==> src/rtl/lfsr_noise_gen.sv <==
`default_nettype none
// ============================================================================
// Module      : lfsr_noise_gen
// Description : Multi-channel Galois-LFSR noise source with a valid/ready
//               output, white or binary mode and shift attenuation.
// Revision    : 1.0 - initial release
// ============================================================================
module lfsr_noise_gen #(
    parameter int                DATA_W = 24,
    parameter int                LFSR_W = 32,
    parameter int                NUM_CH = 2,
    parameter logic [LFSR_W-1:0] TAPS   = 32'h80200003,
    parameter logic [LFSR_W-1:0] SEED   = 32'h00000001
) (
    input  logic                     i_clk,
    input  logic                     i_rst_n,
    input  logic                     i_en,
    input  logic                     i_seed_load,
    input  logic [LFSR_W-1:0]        i_seed,
    input  logic                     i_mode,
    input  logic [3:0]               i_shift,
    input  logic                     i_ready,
    output logic                     o_valid,
    output logic [NUM_CH*DATA_W-1:0] o_data
);

    localparam logic [DATA_W-1:0] c_pos = {1'b0, {(DATA_W-1){1'b1}}};
    localparam logic [DATA_W-1:0] c_neg = ~c_pos + DATA_W'(1);

    function automatic logic [LFSR_W-1:0] f_step(input logic [LFSR_W-1:0] s);
        return s[0] ? ((s >> 1) ^ TAPS) : (s >> 1);
    endfunction

    function automatic logic [LFSR_W-1:0] f_rotl8(input logic [LFSR_W-1:0] s, input int k);
        logic [LFSR_W-1:0] r;
        r = s;
        for (int i = 0; i < 8 * k; i++) begin
            r = {r[LFSR_W-2:0], r[LFSR_W-1]};
        end
        return r;
    endfunction

    logic              r_valid;
    logic              w_load;
    logic              w_xfer;
    logic [LFSR_W-1:0] w_seed_base;

    // A zero seed would lock every channel at all-zero, so it falls back to SEED.
    assign w_seed_base = (i_seed == '0) ? SEED : i_seed;
    assign w_xfer      = r_valid & i_ready;
    assign w_load      = i_en & ~i_seed_load & (~r_valid | i_ready);
    assign o_valid     = r_valid;

    always_ff @(posedge i_clk or negedge i_rst_n) begin
        if (!i_rst_n) begin
            r_valid <= 1'b0;
        end else if (i_seed_load) begin
            r_valid <= 1'b0;
        end else if (w_load) begin
            r_valid <= 1'b1;
        end else if (w_xfer) begin
            r_valid <= 1'b0;
        end
    end

    for (genvar k = 0; k < NUM_CH; k++) begin : g_ch
        localparam logic [LFSR_W-1:0] c_rst_seed = f_rotl8(SEED, k);

        logic [LFSR_W-1:0] r_lfsr;
        logic [DATA_W-1:0] r_sample;
        logic [LFSR_W-1:0] w_next;
        logic [DATA_W-1:0] w_raw;
        logic [DATA_W-1:0] w_pre;
        logic [DATA_W-1:0] w_out;

        assign w_next = f_step(r_lfsr);
        assign w_raw  = w_next[LFSR_W-1 -: DATA_W];
        assign w_pre  = i_mode ? (w_raw[DATA_W-1] ? c_neg : c_pos) : w_raw;
        assign w_out  = $signed(w_pre) >>> i_shift;

        always_ff @(posedge i_clk or negedge i_rst_n) begin
            if (!i_rst_n) begin
                r_lfsr   <= c_rst_seed;
                r_sample <= '0;
            end else if (i_seed_load) begin
                r_lfsr   <= f_rotl8(w_seed_base, k);
            end else if (w_load) begin
                r_lfsr   <= w_next;
                r_sample <= w_out;
            end
        end

        assign o_data[k*DATA_W +: DATA_W] = r_sample;
    end

endmodule
`default_nettype wire

==> config.mk <==
export PLATFORM = sky130hd
export DESIGN_NAME = lfsr_noise_gen
export DESIGN_NICKNAME = d
export VERILOG_FILES = /design/src/rtl/lfsr_noise_gen.sv
export SDC_FILE = /design/constraint.sdc
export NUM_CORES = 1
export LEC_CHECK = 0
export BUFFER_PORTS_ARGS = -buffer_cell sky130_fd_sc_hd__clkbuf_2
export CAP_MARGIN = 0
export CELL_PAD_IN_SITES_DETAIL_PLACEMENT = 0
export CELL_PAD_IN_SITES_GLOBAL_PLACEMENT = 2
export CORE_MARGIN = 3
export CORE_UTILIZATION = 39
export CTS_CLUSTER_DIAMETER = 40
export DETAILED_ROUTE_END_ITERATION = 10
export PLACE_DENSITY_LB_ADDON = 0.1
export SLEW_MARGIN = 15
export SYNTH_ARGS = -nofsm -noshare
export SYNTH_HDL_FRONTEND = slang
export SYNTH_SLANG_ARGS = --single-unit
export TNS_END_PERCENT = 50
==> constraint.sdc <==
create_clock -name i_clk -period 4.1 [get_ports i_clk]
set_clock_uncertainty 0.1 [all_clocks]
set_input_delay 0.205 -clock i_clk [delete_from_list [all_inputs] [get_ports i_clk]]
set_output_delay 0.205 -clock i_clk [all_outputs]
set_load 0.005 [all_outputs]
==> flow_metrics.tcl <==
set metrics [dict create \
    status "finished, final reports clean" \
    clk_pin_slew_worst_paths_ps 60 \
    critPathCaptureType "flop" \
    holdPathStages 3 \
    final_util_pct 47.7 \
    grt_overflow 0 \
    synth_edf_count 0 \
    regToRegSetupSlack_ps 1610 \
    reg2regPathDepth 6 \
    hold_class "in2reg" \
    die-width_um 144 \
    htreeDepth 4 \
    nets 952 \
    clkSinkCount 113 \
    ant_nets 0 \
    maxCapViolCount 0 \
    slew_headroom_pct 30.2 \
    ys_async_sr_fraction_pct 100 \
    peakVddDrop_mv 0.292 \
    routabilityCongestion 0.914 \
    ys_seq_area_share_pct 38.4 \
    pre_cts_slack_ps 1510 \
    min_to "g_ch[0].r_lfsr[26]" \
    root_buffer "clkbuf_16" \
    wl_per_cell_um 23.4 \
    num_io_pins 91 \
    critical_path.top_delay_family "simple AND/OR/NAND/NOR gates" \
    rsz0062_at_grt "false" \
    drive_gt1_share_pct 21.7 \
    ys_top_cells_by_area "dfrtp_1 38%, nand2_1 8.0%, mux4_2 5.5%" \
    slowest_stage "dfstp_2" \
    power-per-cell-area_nw_per_um2 446 \
    start_kind "flop" \
    drc_errors 0 \
    grt_max_degree 85 \
    cts_buffers 17 \
    first_iter_violations 546 \
    rows 49 \
    core_um2 18300 \
    syn2layout_area_growth_pct 18.3 \
    yosysTopAreaCell "dfrtp_1" \
    synth.top_cell.area_share_pct 37.7 \
    dp_hpwl_um 19000 \
    first_pass_iters 5 \
    cp.required_ps 4360 \
    grt_pass1_wl_um 42500 \
    synth_area_um2 7370 \
    cts_tree "built" \
    antenna_found_initial 0 \
    post_cts_buffers 0 \
    routed_wirelength_um 26900 \
    path_class "reg2reg" \
    critPathMaxStageDelay_ps 580 \
    hp-start "i_seed[26]" \
    r2r_end "g_ch[0].r_sample[8]" \
    setup_violations 0 \
    first_global_vias 7086 \
    synthTopCellsByCount "157 x nand2_1, 111 x dfrtp_1, 81 x nor2_1" \
    ys_types 68 \
    final_period_minus_worst_setup_slack_ps 2490 \
    start_util_pct 40.4 \
    power_mw 3.89 \
    drv_slew 0 \
    clk_latency_ps 420 \
    diodes 0 \
    syn_inst 835 \
    cp_max_fo 26 \
    path_cells "buf_4, or4bb_1, a41oi_1, nor3_1, nor4_1, a211o_1" \
    worst_pin_slew_ps 1050 \
    synthFlopType "dfrtp_1" \
    ys_seq_elements 113 \
    grtUsageTotal_pct 26.8 \
    fp.dieH_um 144 \
    fmax_mhz 402 \
    die_area_um2 20600 \
    cp.arrival_ps 2750 \
    portBuffers 90 \
    reg2reg_from "g_ch[0].r_lfsr[0]" \
    vias 7127 \
    critPathBufInv 1 \
    finalCritPeriodShare_pct 60.7 \
    syn-num-nets 877 \
    syn_area_per_cell_um2 8.83 \
    ys_warn_count 0 \
    synth.most_common_cell "nand2_1" \
    final_hold_viol_count 0 \
    leakagePower_nw 3.63 \
    avgViaCountPerCell 6.19 \
    worst_slack_ps 1610 \
    cts.path.max_buffers 2 \
    fin_tns_setup_ps 0 \
]
==> flip-flops by register name (all words and copies together), names as in the netlist <==
name and flops:
o_valid 1, g_ch.r_lfsr 64, g_ch.r_sample 48
==> layout make-up <==
cell class / count / area, um2
multi-input combinational: 640 / 4170
inverter: 6 / 22.5
timing repair buffer: 132 / 821
clock inverter: 14 / 158
fill: 1785 / 9550
sequential: 113 / 2830
tap: 229 / 287
clock buffer: 18 / 439
==> worst min-delay path: cells and delay by family <==
family,cells,cell delay (ps)
compound gates,1,120
simple gates,1,60
buf+inv,1,90
==> worst max-delay path by stage <==
stage,slack [ps],to,cells after the start,start
2_1_floorplan,2050,g_ch[0].r_sample[9],7,g_ch[0].r_lfsr[0]
3_3_place_gp,1470,g_ch[0].r_sample[8],6,i_mode
3_5_place_dp,1510,g_ch[0].r_sample[8],6,i_mode
4_1_cts,1610,g_ch[0].r_sample[8],6,g_ch[0].r_lfsr[0]
5_1_grt,1370,g_ch[0].r_sample[8],6,g_ch[0].r_lfsr[0]
6_report,1610,g_ch[0].r_sample[8],6,g_ch[0].r_lfsr[0]
==> cell families after synthesis <==
logic type	count (synthesis)	synth area share [%]
AOI/OAI and AO/OA	240	23.0
DFF	113	38.4
muxes	63	12.3
buffers and inverters	82	5.34
and+or+nand+nor	331	20.2
xor gates and xnor gates	6	0.713
==> stage by stage <==
| stage | area, um2 | std cells | hold slack [ps] |
|---|---|---|---|
| final | 8720 | 1152 | 7.50 |
| after global routing | 8720 | 1152 | 19.5 |
| after CTS | 8720 | 1152 | 3.69 |
| after floorplan | 7370 | 835 | -191 |
| after global placement | 7930 | 1100 | 266 |
| after detailed placement | 7930 | 1100 | 282 |
==> power by group <==
part	leakage [nW]	internal [mW]	switching (mW)
Combinational	2.06	0.403	0.535
Sequential	1.30	1.28	0.168
Clock	0.271	0.917	0.588
Total	3.63	2.60	1.29
==> repair_timing <==
item	in CTS	in global routing
endpoints found under the setup margin	0	0
hold buffers	20	0
resized for setup	0	0
hold endpoints to repair	91	0
==> per-layer routing <==
metal  up-vias  global-route usage [%]  share of wire (%)
met1      3562                    38.8                 47
met4         0                    9.42                2.4
met3        38                    3.23                5.1
met5         -                       0                  0
li1       3268                       -                  -
met2       259                    41.6                 46
==> placed cells by master, fill, tap and decap left out, drive strengths merged, types with 5 or more instances in the layout <==
master / n
nor4: 10
clkinv: 5
nand2b: 12
o211ai: 20
nor2b: 7
o22ai: 6
mux2i: 21
and2: 5
a21boi: 8
o32ai: 6
clkbuf: 106
nand2: 157
inv: 7
buf: 24
mux4: 18
o22a: 16
a221oi: 8
nor3: 12
a21oi: 26
a31oi: 62
dfrtp: 111
a211oi: 6
mux2: 24
nand3: 16
dlygate4sd3: 20
or3: 8
clkinvlp: 6
nor2: 81
o21ai: 34
nand3b: 7
(Power assumes the default switching activity.)
